[src/rtl/div_req_arbiter_pkg.sv]
// div_pkg: shared definitions for the divider request arbiter.
//  - div_state_e : sequencer states (IDLE, ISSUE, WAIT, RESP)
//  - XLEN_DEF    : default operand width
//  - DBZ_QUOT_FILL : all-ones pattern returned as quotient on divide-by-zero
//  - rr_next     : round-robin pointer advance with wrap
package div_pkg;

  localparam int unsigned XLEN_DEF = 32;

  // Wide all-ones source; the top slices it to XLEN.
  localparam logic [63:0] DBZ_QUOT_FILL = '1;

  typedef enum logic [1:0] {
    IDLE  = 2'd0,
    ISSUE = 2'd1,
    WAIT  = 2'd2,
    RESP  = 2'd3
  } div_state_e;

  // Pointer position after serving requester idx out of n (wraps n-1 -> 0).
  function automatic int unsigned rr_next(input int unsigned idx, input int unsigned n);
    return (idx >= n - 1) ? 0 : idx + 1;
  endfunction

endpackage

[src/rtl/div_req_arbiter_rr_arbiter.sv]
// rr_arbiter: combinational round-robin pick.
//  req_i  : NREQ request bits
//  ptr_i  : highest-priority index for this pick
//  gnt_o  : one-hot grant (all zero when no request)
//  idx_o  : index of the granted requester (0 when none)
//  any_o  : at least one request present
module rr_arbiter #(
  parameter int unsigned NREQ = 4,
  parameter int unsigned IDW  = $clog2(NREQ)
) (
  input  logic [NREQ-1:0] req_i,
  input  logic [IDW-1:0]  ptr_i,
  output logic [NREQ-1:0] gnt_o,
  output logic [IDW-1:0]  idx_o,
  output logic            any_o
);

  int unsigned     pos;
  logic [IDW-1:0]  pos_idx;

  // Scan NREQ positions starting at the pointer; first hit wins.
  always_comb begin
    gnt_o   = '0;
    idx_o   = '0;
    any_o   = 1'b0;
    pos     = 0;
    pos_idx = '0;
    for (int unsigned i = 0; i < NREQ; i++) begin
      pos = 32'(ptr_i) + i;
      if (pos >= NREQ) begin
        pos = pos - NREQ;
      end
      pos_idx = IDW'(pos);
      if (!any_o && req_i[pos_idx]) begin
        any_o          = 1'b1;
        gnt_o[pos_idx] = 1'b1;
        idx_o          = pos_idx;
      end
    end
  end

endmodule

[src/rtl/div_req_arbiter.sv]
// div_req_arbiter: shares one serial divider among NREQ requesters.
//  Round-robin grant in IDLE, operand latch, one-cycle start pulse, bounded
//  wait for done, response held on a shared bus until the granted requester
//  consumes it. Divide-by-zero is answered locally without using the divider.
// Ports:
//  clk_i, reset_i                    clock, async active-high reset
//  req_valid_i/req_ready_o           per-requester request handshake
//  req_dividend_i/req_divisor_i      packed operands, requester r at [r*XLEN +: XLEN]
//  rsp_valid_o/rsp_ready_i           per-requester response handshake
//  rsp_quotient_o/rsp_remainder_o    shared result bus
//  rsp_dbz_o/rsp_timeout_o           result status flags
//  div_start_o/div_dividend_o/div_divisor_o   divider command side
//  div_done_i/div_quotient_i/div_remainder_i  divider result side
//  busy_o, grant_id_o                status
module div_req_arbiter
  import div_pkg::*;
#(
  parameter int unsigned NREQ    = 4,
  parameter int unsigned XLEN    = XLEN_DEF,
  parameter int unsigned TIMEOUT = 64
) (
  input  logic                    clk_i,
  input  logic                    reset_i,
  input  logic [NREQ-1:0]         req_valid_i,
  input  logic [NREQ*XLEN-1:0]    req_dividend_i,
  input  logic [NREQ*XLEN-1:0]    req_divisor_i,
  output logic [NREQ-1:0]         req_ready_o,
  output logic [NREQ-1:0]         rsp_valid_o,
  input  logic [NREQ-1:0]         rsp_ready_i,
  output logic [XLEN-1:0]         rsp_quotient_o,
  output logic [XLEN-1:0]         rsp_remainder_o,
  output logic                    rsp_dbz_o,
  output logic                    rsp_timeout_o,
  output logic                    div_start_o,
  output logic [XLEN-1:0]         div_dividend_o,
  output logic [XLEN-1:0]         div_divisor_o,
  input  logic                    div_done_i,
  input  logic [XLEN-1:0]         div_quotient_i,
  input  logic [XLEN-1:0]         div_remainder_i,
  output logic                    busy_o,
  output logic [$clog2(NREQ)-1:0] grant_id_o
);

  localparam int unsigned IDW = $clog2(NREQ);
  localparam int unsigned CW  = $clog2(TIMEOUT);
  localparam logic [XLEN-1:0] DBZ_QUOT = DBZ_QUOT_FILL[XLEN-1:0];

  div_state_e      state_q, state_d;
  logic [IDW-1:0]  ptr_q, ptr_d;
  logic [IDW-1:0]  grant_q, grant_d;
  logic [XLEN-1:0] dvd_q, dvd_d;
  logic [XLEN-1:0] dvs_q, dvs_d;
  logic [XLEN-1:0] quot_q, quot_d;
  logic [XLEN-1:0] rem_q, rem_d;
  logic            dbz_q, dbz_d;
  logic            tmo_q, tmo_d;
  logic [CW-1:0]   cnt_q, cnt_d;

  logic [NREQ-1:0] win_gnt;
  logic [IDW-1:0]  win_idx;
  logic            win_any;
  logic [XLEN-1:0] win_dvd;
  logic [XLEN-1:0] win_dvs;

  rr_arbiter #(
    .NREQ (NREQ),
    .IDW  (IDW)
  ) u_rr (
    .req_i (req_valid_i),
    .ptr_i (ptr_q),
    .gnt_o (win_gnt),
    .idx_o (win_idx),
    .any_o (win_any)
  );

  // Operand mux driven by the one-hot winner.
  always_comb begin
    win_dvd = '0;
    win_dvs = '0;
    for (int unsigned r = 0; r < NREQ; r++) begin
      if (win_gnt[r]) begin
        win_dvd = req_dividend_i[r*XLEN +: XLEN];
        win_dvs = req_divisor_i[r*XLEN +: XLEN];
      end
    end
  end

  always_comb begin
    state_d     = state_q;
    ptr_d       = ptr_q;
    grant_d     = grant_q;
    dvd_d       = dvd_q;
    dvs_d       = dvs_q;
    quot_d      = quot_q;
    rem_d       = rem_q;
    dbz_d       = dbz_q;
    tmo_d       = tmo_q;
    cnt_d       = cnt_q;
    req_ready_o = '0;
    rsp_valid_o = '0;
    div_start_o = 1'b0;

    case (state_q)
      IDLE: begin
        // Ready is only offered to a valid winner, so any winner is a handshake.
        // Gated by reset so the combinational path also reads 0 while in reset.
        if (!reset_i) begin
          req_ready_o = win_gnt;
          if (win_any) begin
            grant_d = win_idx;
            dvd_d   = win_dvd;
            dvs_d   = win_dvs;
            if (win_dvs != '0) begin
              state_d = ISSUE;
            end else begin
              quot_d  = DBZ_QUOT;
              rem_d   = win_dvd;
              dbz_d   = 1'b1;
              tmo_d   = 1'b0;
              state_d = RESP;
            end
          end
        end
      end

      ISSUE: begin
        div_start_o = 1'b1;
        cnt_d       = '0;
        state_d     = WAIT;
      end

      WAIT: begin
        // Done is checked first so a completion on the final cycle still counts.
        if (div_done_i) begin
          quot_d  = div_quotient_i;
          rem_d   = div_remainder_i;
          tmo_d   = 1'b0;
          state_d = RESP;
        end else if (cnt_q == CW'(TIMEOUT - 1)) begin
          quot_d  = '0;
          rem_d   = '0;
          tmo_d   = 1'b1;
          state_d = RESP;
        end else begin
          cnt_d = cnt_q + CW'(1);
        end
      end

      RESP: begin
        rsp_valid_o[grant_q] = 1'b1;
        if (rsp_ready_i[grant_q]) begin
          ptr_d   = IDW'(rr_next(32'(grant_q), NREQ));
          dbz_d   = 1'b0;
          tmo_d   = 1'b0;
          state_d = IDLE;
        end
      end

      default: begin
        state_d = IDLE;
      end
    endcase
  end

  always_ff @(posedge clk_i or posedge reset_i) begin
    if (reset_i) begin
      state_q <= IDLE;
      ptr_q   <= '0;
      grant_q <= '0;
      dvd_q   <= '0;
      dvs_q   <= '0;
      quot_q  <= '0;
      rem_q   <= '0;
      dbz_q   <= 1'b0;
      tmo_q   <= 1'b0;
      cnt_q   <= '0;
    end else begin
      state_q <= state_d;
      ptr_q   <= ptr_d;
      grant_q <= grant_d;
      dvd_q   <= dvd_d;
      dvs_q   <= dvs_d;
      quot_q  <= quot_d;
      rem_q   <= rem_d;
      dbz_q   <= dbz_d;
      tmo_q   <= tmo_d;
      cnt_q   <= cnt_d;
    end
  end

  assign rsp_quotient_o  = quot_q;
  assign rsp_remainder_o = rem_q;
  assign rsp_dbz_o       = dbz_q;
  assign rsp_timeout_o   = tmo_q;
  assign div_dividend_o  = dvd_q;
  assign div_divisor_o   = dvs_q;
  assign busy_o          = (state_q != IDLE);
  assign grant_id_o      = grant_q;

endmodule

[config.mk]
export PLATFORM = sky130hd
export DESIGN_NAME = div_req_arbiter
export DESIGN_NICKNAME = d
export VERILOG_FILES = /design/src/rtl/div_req_arbiter_pkg.sv /design/src/rtl/div_req_arbiter_rr_arbiter.sv /design/src/rtl/div_req_arbiter.sv
export SDC_FILE = /design/constraint.sdc
export NUM_CORES = 1
export LEC_CHECK = 0
export CORE_AREA = 2 2 184 186
export DETAILED_ROUTE_END_ITERATION = 16
export DIE_AREA = 0 0 186 188
export MAX_ROUTING_LAYER = met4
export PLACE_DENSITY_LB_ADDON = 0.1
export SYNTH_ARGS = -nofsm -noshare
export SYNTH_HDL_FRONTEND = slang
export SYNTH_HIERARCHICAL = 1
export SYNTH_SLANG_ARGS = --single-unit
[constraint.sdc]
create_clock -name clk_i -period 4.5 [get_ports clk_i]
set_input_delay 0.675 -clock clk_i [delete_from_list [all_inputs] [get_ports clk_i]]
set_output_delay 0.675 -clock clk_i [all_outputs]
set_load 0.03 [all_outputs]
==> results.toml <==
[outcome]
status = "complete, no violations"

[critical_path]
crit_start = "req_valid_i[3]"
crit_required_ns = 3.83
end_kind = "primary output"
critPathCapture = "req_ready_o[1]"
reg2reg_from = "ptr_q[1]$_DFFE_PP0P_"
crit_fanout = 27
r2r_cells = 15
slowest_delay_ns = 0.58
crit_chain = "clkdlybuf4s50_1, mux4_2, nor4b_4, a22oi_1, o21ai_4, buf_4, buf_6, and3_1, dlygate4sd2_1"
ff2ff_setup_slack_ns = 0.12
crit_arrival_ns = 3.80
worstSetupPathType = "input port to primary output"
cpMaxStageDelayCell = "mux4_2"
crit_path_start_kind = "input port"
r2r_end = "rsp_dbz_o$_DFFE_PP0P_"

[finish]
fin_nets = 2002
regArea_mm2 = 0.00355
multiInputGateArea_mm2 = 0.00586
final_util = 0.493
drive_above_1_share = 0.105
areaGrowthSynthToFinish_pct = 67.0
num-fill-cells = 3184
layout_commonest_cell = "clkdlybuf4s50_1"
mostFrequentLayoutCells = "468 x clkdlybuf4s50_1, 142 x dfrtp_1, 140 x nand2_1"

[detailed_routing]
drtIter0Drc = 581
vias = 11400
drt-pass1-iter-count = 5
wl_um = 43600
ant_nets = 0
wl_per_cell_um = 20.6
vias_per_cell = 5.37
drc_errors = 0

[placement]
io_buffer_count = 472
hpwl_um = 31900
gp_congestion = 0.865

[clock_network]
htree_levels = 4
clk-insertion-delay-late_ns = 0.43
clk_pin_slew_ns = 0.07
root_buffer = "clkbuf_16"
cts_sinks = 142
cts_tree = "done"
clock_path_buffers = 2
ctsHoldBuffers = 0
cts_made_buffers = 17

[pwr]
ir_worst_vdd_v = 0.000590
power_leakage_nw = 6.54
power_density_mw_per_mm2 = 856

[synth]
syn_avg_cell_area_um2 = 8.25
synth_area_mm2 = 0.00978
ys_seq_area_frac = 0.363
ys_seq_elements = 142
synth_nets = 1530
syn_inst = 1185
synth.distinct_cells = 43
yosysWarnings = 6

[timing]
worst_slew_pin_slew_ns = 0.984
relSlewSlack = 0.344
clock.fmax_mhz = 223
finalCritPeriodShare = 0.995
setup_violations = 0
period_needed_ns = 4.48
rsz0062_at_grt = "yes"
hold_slack_ns = 0.476
maxSlewViolCount = 0
hold_viol = 0
skew_ns = 0.0176

[die]
die_area_mm2 = 0.0350
rows = 67
die_x_um = 186
die_y_um = 188
start_util = 0.295
ios = 473
core_area_mm2 = 0.0331

[global_route]
grt_pass1_wl_um = 65400
grt_max_degree = 73
grt_util_all_layers = 0.248
antenna_found_initial = 4
grt.overflow.total = 0
grt_pass1_vias = 11400

[flow_run]
max_cap_violations = 0

[worst_hold_path]
hold_class = "flip-flop to flip-flop"
cells by family after synthesis:
kind of cell | Yosys count | synth area share
flops | 142 | 0.363
fa+ha+maj | 14 | 0.0179
mux | 44 | 0.0527
buf+inv | 139 | 0.0558
compound gates | 401 | 0.274
simple gates | 443 | 0.234
xor+xnor | 2 | 0.00179
report_power, final:
part	switching, mW	internal [mW]
sequential	0.417	1.81
clock	0.652	0.903
combinational	5.73	4.46
total	6.80	7.18
per-layer routing:
metal / GRT usage / part of all wire / vias to the layer above
met5: - / 0 / -
met4: 0.0627 / 0.020 / 0
met3: 0.0561 / 0.077 / 43
met2: 0.440 / 0.51 / 445
met1: 0.279 / 0.39 / 5455
li1: - / - / 5455
how the worst min path moves through the flow:
stage	from	to	slack [ns]	depth (start not counted)
CTS	div_divisor_o[13]$_DFFE_PP0P_	div_divisor_o[13]$_DFFE_PP0P_	0.48	2
finish	div_divisor_o[13]$_DFFE_PP0P_	div_divisor_o[13]$_DFFE_PP0P_	0.48	2
global route	div_dividend_o[1]$_DFFE_PP0P_	div_dividend_o[1]$_DFFE_PP0P_	0.50	2
global placement	div_dividend_o[25]$_DFFE_PP0P_	div_dividend_o[25]$_DFFE_PP0P_	0.46	2
floorplan	cnt_q[4]$_DFFE_PP0P_	cnt_q[4]$_DFFE_PP0P_	0.46	1
detailed placement	div_divisor_o[13]$_DFFE_PP0P_	div_divisor_o[13]$_DFFE_PP0P_	0.47	2
worst max-delay path: cells and delay by family:
| kind | cells | cell delay, ns |
|---|---|---|
| buffers and inverters | 4 | 1.51 |
| muxes | 1 | 0.58 |
| and+or+nand+nor | 2 | 0.65 |
| AOI/OAI and AO/OA | 2 | 0.37 |
metrics by stage:
stage / std cells / setup TNS (ns) / total power, mW / setup slack (ns) / cell area [um2]
after floorplan: 1185 / 0 / 8.03 / 0.208 / 9780
after global placement: 2083 / -10.84 / 12.1 / -0.295 / 15600
after detailed placement: 2083 / -19.28 / 12.3 / -0.418 / 15600
after CTS: 2115 / 0 / 13.9 / 0.00895 / 16200
after global routing: 2122 / -0.146 / 15.0 / -0.0767 / 16300
final: 2122 / 0 / 14.0 / 0.0228 / 16300
registers in the layout (all words and copies together), names as in the netlist:
signal	cells
cnt_q	6
div_dividend_o	32
div_divisor_o	32
grant_id_o	2
ptr_q	2
rsp_dbz_o	1
rsp_quotient_o	32
rsp_remainder_o	32
rsp_timeout_o	1
state_q	2
Yosys cell counts:
| master | number | share of area |
|---|---|---|
| nor4b_4 | 1 | 0.0024 |
| a21boi_0 | 1 | 0.00077 |
| mux2_2 | 4 | 0.0046 |
| nor4_1 | 5 | 0.0032 |
| o22ai_1 | 48 | 0.031 |
| o31ai_1 | 34 | 0.026 |
| nor2b_1 | 37 | 0.024 |
| mux4_1 | 2 | 0.0054 |
| and3_1 | 35 | 0.022 |
| or2_1 | 1 | 0.00064 |
| mux2i_1 | 35 | 0.036 |
| inv_1 | 11 | 0.0042 |
| dfrtp_1 | 142 | 0.36 |
| buf_2 | 7 | 0.0036 |
| o21ai_0 | 75 | 0.038 |
| a21oi_1 | 100 | 0.051 |
| mux4_2 | 3 | 0.0069 |
| and2_1 | 36 | 0.023 |
| nand3b_1 | 32 | 0.025 |
| a211o_1 | 1 | 0.00090 |
| o21a_1 | 1 | 0.00077 |
| a22oi_1 | 8 | 0.0061 |
| and2b_2 | 1 | 0.00090 |
| a32o_1 | 1 | 0.0010 |
| a221oi_1 | 128 | 0.11 |
| o221ai_1 | 1 | 0.00090 |
| or3_1 | 1 | 0.00064 |
| xor2_1 | 2 | 0.0018 |
| buf_6 | 2 | 0.0023 |
| nand2_1 | 141 | 0.054 |
| or4_1 | 1 | 0.00077 |
| nand3_1 | 101 | 0.052 |
| nand2b_1 | 4 | 0.0026 |
| clkbuf_1 | 107 | 0.041 |
| nor3_1 | 33 | 0.017 |
| nor2_1 | 9 | 0.0035 |
| buf_1 | 12 | 0.0046 |
| or2_2 | 1 | 0.00064 |
| o211ai_1 | 1 | 0.00077 |
| a22o_1 | 1 | 0.00090 |
| o31a_1 | 1 | 0.00090 |
| nand4_1 | 4 | 0.0026 |
| ha_1 | 14 | 0.018 |
final cells by class:
cell class / instances / share of cell area
Antenna cell: 4 / 0.000613
Timing Repair Buffer: 579 / 0.348
Sequential cell: 142 / 0.218
Tap cell: 448 / 0.0343
Multi-Input combinational cell: 906 / 0.359
Inverter: 11 / 0.00276
Clock buffer: 19 / 0.0271
Clock inverter: 13 / 0.0109
repair_timing:
item | 4_1_cts | 5_1_grt
gates resized for setup | 2 | 14
gates cloned | 0 | 2
setup endpoints to repair | 1 | 67
pin swaps | 0 | 2
setup buffers | 0 | 1
(Power assumes the default switching activity.)
